==> src/rtl/esc_if.sv <==
// esc_if: ESC driver bundle -- arm and four 11-bit speed commands in; four PWM pulses, frm_strt and armed out
interface esc_if;
  logic arm;
  logic [10:0] frnt_spd, bck_spd, lft_spd, rght_spd;
  logic frnt, bck, lft, rght;
  logic frm_strt, armed;
  modport master(output arm, frnt_spd, bck_spd, lft_spd, rght_spd, input frnt, bck, lft, rght, frm_strt, armed);
  modport slave(input arm, frnt_spd, bck_spd, lft_spd, rght_spd, output frnt, bck, lft, rght, frm_strt, armed);
endinterface

==> src/rtl/esc_drv.sv <==
// esc_drv: 4-channel ESC PWM driver (clk, async rst, esc_if.slave bus) with arming sequence and per-frame slew-limited speeds
module esc_drv #(
  parameter int PER_W = 20,
  parameter int BASE_CNT = 6250,
  parameter int SLEW = 32,
  parameter int ARM_FRAMES = 25
) (
  input logic clk,
  input logic rst,
  esc_if.slave bus
);
  localparam int FC_W = ARM_FRAMES > 1 ? $clog2(ARM_FRAMES) : 1;
  typedef enum logic [1:0] {DISARMED, ARMING, RUN} state_t;
  state_t st, st_d;
  logic [PER_W-1:0] cnt;
  logic [FC_W-1:0] fc, fc_d;
  logic [10:0] cmd [4];
  logic [10:0] app [4];
  logic [10:0] app_d [4];
  logic [10:0] dif [4];
  logic [13:0] wid [4];
  logic [3:0] pwm;
  logic frm_strt, armed, fe;
  assign fe = &cnt;
  assign cmd[0] = bus.frnt_spd;
  assign cmd[1] = bus.bck_spd;
  assign cmd[2] = bus.lft_spd;
  assign cmd[3] = bus.rght_spd;
  assign bus.frnt = pwm[0];
  assign bus.bck = pwm[1];
  assign bus.lft = pwm[2];
  assign bus.rght = pwm[3];
  assign bus.frm_strt = frm_strt;
  assign bus.armed = armed;
  always_comb begin
    st_d = st;
    fc_d = fc;
    if (fe)
      case (st)
        DISARMED: begin
          st_d = bus.arm ? ARMING : DISARMED;
          fc_d = '0;
        end
        ARMING: begin
          st_d = !bus.arm ? DISARMED : (int'(fc) == ARM_FRAMES - 1) ? RUN : ARMING;
          fc_d = fc + 1'b1;
        end
        default: st_d = bus.arm ? RUN : DISARMED;
      endcase
  end
  always_comb begin
    for (int i = 0; i < 4; i++) begin
      dif[i] = cmd[i] - app[i];
      app_d[i] = !fe ? app[i] :
                 st_d != RUN ? '0 :
                 cmd[i] <= app[i] ? cmd[i] :
                 int'(dif[i]) > SLEW ? app[i] + 11'(SLEW) : cmd[i];
      wid[i] = 14'(BASE_CNT) + 14'(app[i]) * 14'd3;
    end
  end
  always_ff @(posedge clk or posedge rst)
    if (rst) begin
      cnt <= '0;
      st <= DISARMED;
      fc <= '0;
      app <= '{default: '0};
      pwm <= '0;
      frm_strt <= 1'b0;
      armed <= 1'b0;
    end else begin
      cnt <= cnt + 1'b1;
      st <= st_d;
      fc <= fc_d;
      app <= app_d;
      frm_strt <= fe;
      armed <= st_d == RUN;
      for (int i = 0; i < 4; i++)
        pwm[i] <= fe | (pwm[i] & (32'(cnt) != 32'(wid[i]) - 32'd1));
    end
endmodule

==> src/flat_wrapper.sv <==
// flat-port wrapper written by rule: the top's interface ports become plain ports
module esc_drv_flat 
#(
  parameter int PER_W = 20,
  parameter int BASE_CNT = 6250,
  parameter int SLEW = 32,
  parameter int ARM_FRAMES = 25
)
  (clk, rst, bus_arm, bus_frnt_spd, bus_bck_spd, bus_lft_spd, bus_rght_spd, bus_frnt, bus_bck, bus_lft, bus_rght, bus_frm_strt, bus_armed);
  esc_if bus_i ();
  input logic clk;
  input logic rst;
  input wire logic [$bits(bus_i.arm)-1:0] bus_arm;
  input wire logic [$bits(bus_i.frnt_spd)-1:0] bus_frnt_spd;
  input wire logic [$bits(bus_i.bck_spd)-1:0] bus_bck_spd;
  input wire logic [$bits(bus_i.lft_spd)-1:0] bus_lft_spd;
  input wire logic [$bits(bus_i.rght_spd)-1:0] bus_rght_spd;
  output wire logic [$bits(bus_i.frnt)-1:0] bus_frnt;
  output wire logic [$bits(bus_i.bck)-1:0] bus_bck;
  output wire logic [$bits(bus_i.lft)-1:0] bus_lft;
  output wire logic [$bits(bus_i.rght)-1:0] bus_rght;
  output wire logic [$bits(bus_i.frm_strt)-1:0] bus_frm_strt;
  output wire logic [$bits(bus_i.armed)-1:0] bus_armed;
  assign bus_i.arm = bus_arm;
  assign bus_i.frnt_spd = bus_frnt_spd;
  assign bus_i.bck_spd = bus_bck_spd;
  assign bus_i.lft_spd = bus_lft_spd;
  assign bus_i.rght_spd = bus_rght_spd;
  assign bus_frnt = bus_i.frnt;
  assign bus_bck = bus_i.bck;
  assign bus_lft = bus_i.lft;
  assign bus_rght = bus_i.rght;
  assign bus_frm_strt = bus_i.frm_strt;
  assign bus_armed = bus_i.armed;
  esc_drv #(.PER_W(PER_W), .BASE_CNT(BASE_CNT), .SLEW(SLEW), .ARM_FRAMES(ARM_FRAMES)) u_core (.clk(clk), .rst(rst), .bus(bus_i));
endmodule
==> config.mk <==
export PLATFORM = sky130hd
export DESIGN_NAME = esc_drv_flat
export DESIGN_NICKNAME = d
export VERILOG_FILES = /design/src/rtl/esc_if.sv /design/src/rtl/esc_drv.sv /design/src/flat_wrapper.sv
export SDC_FILE = /design/constraint.sdc
export NUM_CORES = 1
export LEC_CHECK = 0
export BUFFER_PORTS_ARGS = -buffer_cell sky130_fd_sc_hd__buf_2
export CAP_MARGIN = 20
export CORE_ASPECT_RATIO = 1.2
export CORE_UTILIZATION = 45
export DETAILED_ROUTE_END_ITERATION = 16
export GPL_TIMING_DRIVEN = 0
export SYNTH_ARGS = -nofsm -noshare
export SYNTH_HDL_FRONTEND = slang
export SYNTH_SLANG_ARGS = --single-unit
==> constraint.sdc <==
create_clock -name clk -period 7.4 [get_ports clk]
set_input_delay 1.48 -clock clk [delete_from_list [all_inputs] [get_ports clk]]
set_output_delay 1.48 -clock clk [all_outputs]
set_load 0.02 [all_outputs]
======== After elaboration in Yosys (flattened, before gate mapping) ========
Cells that the tools add are included.
operators by class
  reduce and logical (&&, ||, !) cells .... 4
  add/sub/neg operators ................... 18
  muxes and demuxes ....................... 19
  eq/ne operators ......................... 8
  order comparisons ....................... 8
  bitwise gates (word level) .............. 8
  $mul .................................... 4
operators with widths
  kind                                                             number
  2-to-1 mux 11 bit                                                12
  != test 20 x 32 -> 1 bit                                         4
  subtractor 14 x 1 -> 15 bit (second input constant)              4
  adder 13 x 13 -> 14 bit (first input constant)                   4
  multiplier 11 x 2 -> 13 bit (second input constant)              4
  adder 11 x 6 -> 11 bit (second input constant)                   4
  greater-than comparator 11 x 6 -> 1 bit (second input constant)  4
  less-or-equal comparator 11 bit                                  4
  subtractor 11 bit                                                4
  AND reduction 21 bit                                             1
  adder 20 x 1 -> 20 bit (second input constant)                   1
  AND reduction 20 bit                                             1
  case mux 5 bit (2 select lines)                                  1
  2-to-1 mux 2 bit                                                 4
  adder 5 x 1 -> 5 bit (second input constant)                     1
  == test 5 x 4 -> 1 bit (second input constant)                   1
  bitwise AND 1 bit                                                4
  OR 1 bit                                                         4
  case mux 2 bit (2 select lines)                                  1
  == test 2 x 1 -> 1 bit (second input constant)                   1
  == test 2 bit (second input constant)                            1
  logical NOT 2 bit                                                1
  != test 2 bit (second input constant)                            1
  nonzero test 2 bit                                               1
  2-to-1 mux 1 bit                                                 1
word-level totals
  logic and storage cells ................. 79
  flip-flop bits (word level) ............. 77

======== Logic depth before layout (Yosys ltp) ========
  depth after elaboration ................. 7
  depth in mapped cells ................... 15
  depth with buffers taken out ............ 14

======== Worst setup path before layout ========
No wires, ideal clock.
  path kind ............................... input to register
  from .................................... input port bus_lft_spd[0]
  to ...................................... register u_core.app[11] (netlist name)
  path buffers ............................ 0
  cell stages on the path ................. 13
  setup time .............................. 0.121 ns
  setup slack ............................. 3.367 ns
  required time ........................... 7.279 ns
  arrival ................................. 3.912 ns
  cell sequence ........................... inv_1 > ha_1 > fa_1 > nor2b_1 > o21ai_1 > a21boi_1 > o31a_1 > a21oi_1 > a2111oi_0 > o2111ai_1 > nand2_2 > o21ai_2 > a22o_1
on the way
  longest elaborated chain between the ends .. 5
RTL lines
  item                                     RTL line            text
  from (decl)                              flat_wrapper.sv:16  input wire logic [$bits(bus_i.lft_spd)-1:0] bus_lft_spd;
  subtractor 11 bit                        esc_drv.sv:53       dif[i] = cmd[i] - app[i];
  greater-than comparator 11 x 6 -> 1 bit  esc_drv.sv:57       int'(dif[i]) > SLEW ? app[i] + 11'(SLEW) : cmd[i];
  2-to-1 mux 11 bit                        esc_drv.sv:57
  2-to-1 mux 11 bit (*)                    esc_drv.sv:56       cmd[i] <= app[i] ? cmd[i] :
  2-to-1 mux 11 bit (*)                    esc_drv.sv:55       st_d != RUN ? '0 :
  to (signal assigned)                     esc_drv.sv:74       app <= app_d;
  to (decl)                                esc_drv.sv:18       logic [10:0] app [4];
Every way passes the cells marked *; elsewhere a longest branch is shown, timed or not.
A chain may end at the register's enable or synchronous reset.

======== Worst setup path in the final report ========
  from .................................... input port bus_lft_spd[0]
  to ...................................... register u_core.app[13] (netlist name)
The elaborated chain is that of the path after synthesis.

==> results.toml <==
[die]
chipHeight_um = 157.9
die_x_um = 132.0
coreArea_um2 = 19690
pin_count = 53
rows = 56
initial_core_util_pct = 46.31
die-area_um2 = 20840

[yosys]
async_flop_share_pct = 100.0
yosys_warnings = 0
ys_ff_latch = 77
synth_edf_count = 0
synth_area_um2 = 9119
synth_fp_nets = 1287
syn_area_per_cell_um2 = 8.297
syn_inst = 1099
synth_cell_types = 74
ys_seq_area_share_pct = 21.13
yosys_most_used_dff = "dfrtp_1"

[clock_tree]
clk_pin_slew_ps = 60
cts-root-buf = "clkbuf_16"
cts_buffers = 9
h-tree-depth = 3
post_cts_resized = 0
cts_setup_buffers = 0
cts_tree = "yes"
insertion_delay_ps = 350
cts.sinks = 77
cts_buffer_depth = 2
cts_hold_buf = 0

[power]
power_mw = 1.058
peakVddDrop_mv = 0.08335
cellLeakagePower_nw = 4.853
powerDensity_nw_per_um2 = 105.3

[sta]
clock.fmax_mhz = 234.0
clock_skew_ps = 8.386
fin_crit_ps = 4273
tns_ps = 0
rsz0062_at_grt = "no"
slew_headroom_pct = 24.95
hold_viol_final = 0
fin_crit_sh_pct = 57.75
slew_violations = 0
fin_hold_ws_ps = 494.6
tightest_slew_ps = 1117
setup_viol = 0

[layout]
nets = 1351
final_cell_mix = "133 x ha_1, 117 x inv_1, 77 x dfrtp_1"
area_delta_synth_final_pct = 10.25
antenna_cells = 0
layout_commonest_cell = "ha_1"
drive_gt1_share_pct = 8.733
stdcell_count = 1429

[drt]
dr_total_vias = 8039
drt_drc_violations_left = 0
ant_nets = 0
drt-initial-drc-count = 311
drt-total-wl_um = 23080
wl_per_cell_um = 16.15
first_pass_iters = 5
routed_via_density = 5.626

[hold_path]
min_path_type = "reg -> reg"

[grt]
grt_use_total_pct = 22.78
grt.overflow.total = 0
grt_pass1_vias = 7634
grt_pass1_wl_um = 37690
antenna_found_initial = 0
grt_max_degree = 59

[setup_path]
critical_path_class = "in -> reg"
cp_max_fo = 9
worstSetupStartpointType = "primary input"
critPathArrivalTime_ps = 4510
cp.required_ps = 7630
endpoint_kind = "flop"

[placed_design]
dp_hpwl_um = 18040
port_buffers = 52
dp.cells = 1413
gp_congestion = 0.8630

[job]
cap_violations = 0

[status]
run_status = "completed"
-- stage by stage --
step	setup WS (ps)	util, %	instance area (um2)
2_1_floorplan	3367	-	9119
3_3_place_gp	2724	49.29	9706
3_5_place_dp	2762	49.45	9736
4_1_cts	3130	51.06	10050
5_1_grt	2889	51.06	10050
6_report	3127	51.06	10050
-- critical path, cell delays in order --
cell,delay [ps]
buf_2,90
inv_1,40
ha_1,220
fa_1,410
nor2b_1,130
o21ai_1,80
a21boi_1,250
o31a_1,200
a21oi_1,50
a2111oi_0,430
o2111ai_1,340
nand2_2,330
o21ai_2,160
a22o_1,310
-- cells in the mapped netlist, types with 8 or more instances --
master	n	area [um2]
a21oi_1	56	280.3
and3_1	9	56.30
a22o_1	16	140.1
fa_1	8	160.2
nor2b_1	18	112.6
o31a_1	8	70.07
nor2_1	65	244.0
o22ai_1	15	93.84
a21o_1	20	150.1
o21ai_0	46	230.2
buf_2	11	55.05
a31oi_1	13	81.33
o21a_1	17	127.6
dfrtp_1	77	1927
ha_1	133	1664
xor2_1	35	306.5
a211oi_1	11	82.58
nand2b_1	16	100.1
inv_1	118	442.9
mux2i_1	20	200.2
nand2_1	66	247.7
nor4_1	11	68.82
xnor2_1	71	621.9
nor3_1	31	155.2
nand3_1	27	135.1
clkbuf_1	14	52.55
nand4_1	25	156.4
and2_1	14	87.58
or3_1	12	75.07
-- power by group --
part	internal [mW]	switching (mW)	leakage (nW)
Sequential	0.421	0	1.01
Combinational	0.0609	0.0860	3.69
Clock	0.297	0.193	0.150
Total	0.779	0.279	4.85
-- final timing paths --
| path | start | endpoint | depth (start not counted) | slack (ps) |
|---|---|---|---|---|
| max | bus_lft_spd[0] | u_core.app[13]$_DFFE_PP0P_ | 14 | 3130 |
| min reg2reg | u_core.cnt[17]$_DFF_PP0_ | u_core.cnt[17]$_DFF_PP0_ | 1 | 490 |
| max reg2reg | u_core.cnt[5]$_DFF_PP0_ | u_core.app[13]$_DFFE_PP0P_ | 9 | 3860 |
| min in group asynchronous | rst | u_core.app[1]$_DFFE_PP0P_ | 2 | 1090 |
| max in group asynchronous | rst | u_core.app[19]$_DFFE_PP0P_ | 3 | 5720 |
| min | u_core.cnt[17]$_DFF_PP0_ | u_core.cnt[17]$_DFF_PP0_ | 1 | 490 |
-- area by class of cell --
| cell class | instances | area, um2 |
|---|---|---|
| Sequential cell | 77 | 1927 |
| Clock inverter | 5 | 85.08 |
| Inverter | 119 | 449.2 |
| Clock buffer | 11 | 232.7 |
| Tap cell | 261 | 326.6 |
| Buffer | 29 | 141.4 |
| Fill cell | 1970 | 9635 |
| Timing Repair Buffer | 53 | 287.8 |
| Multi-Input combinational cell | 874 | 6604 |
-- metal layers --
metal	wire [um]	track usage, %	up-vias
li1	-	-	4098
met1	10890	28.79	3789
met2	10960	40.06	117
met3	644	2.370	35
met4	582	8.527	0
met5	0	0	-
-- state kept, by name, indices dropped and copies added, names as in the netlist --
signal,flops
u_core.pwm,4
u_core.cnt,20
u_core.bus.armed,1
u_core.st,2
u_core.app,44
u_core.fc,5
u_core.bus.frm_strt,1
-- kinds of logic (layout without fill, tap and decap cells) --
family / Yosys count / after routing / share of synthesized area [%]
adder cells (fa/ha/maj): 141 / 141 / 20.01
AND/OR/NAND/NOR: 319 / 319 / 17.89
AO/OA/AOI/OAI: 285 / 285 / 21.47
multiplexers: 22 / 22 / 2.689
XOR/XNOR: 107 / 107 / 10.36
flip-flops: 77 / 77 / 21.13
buffers and inverters: 148 / 217 / 6.449
Power figures use the tool's default switching activity.
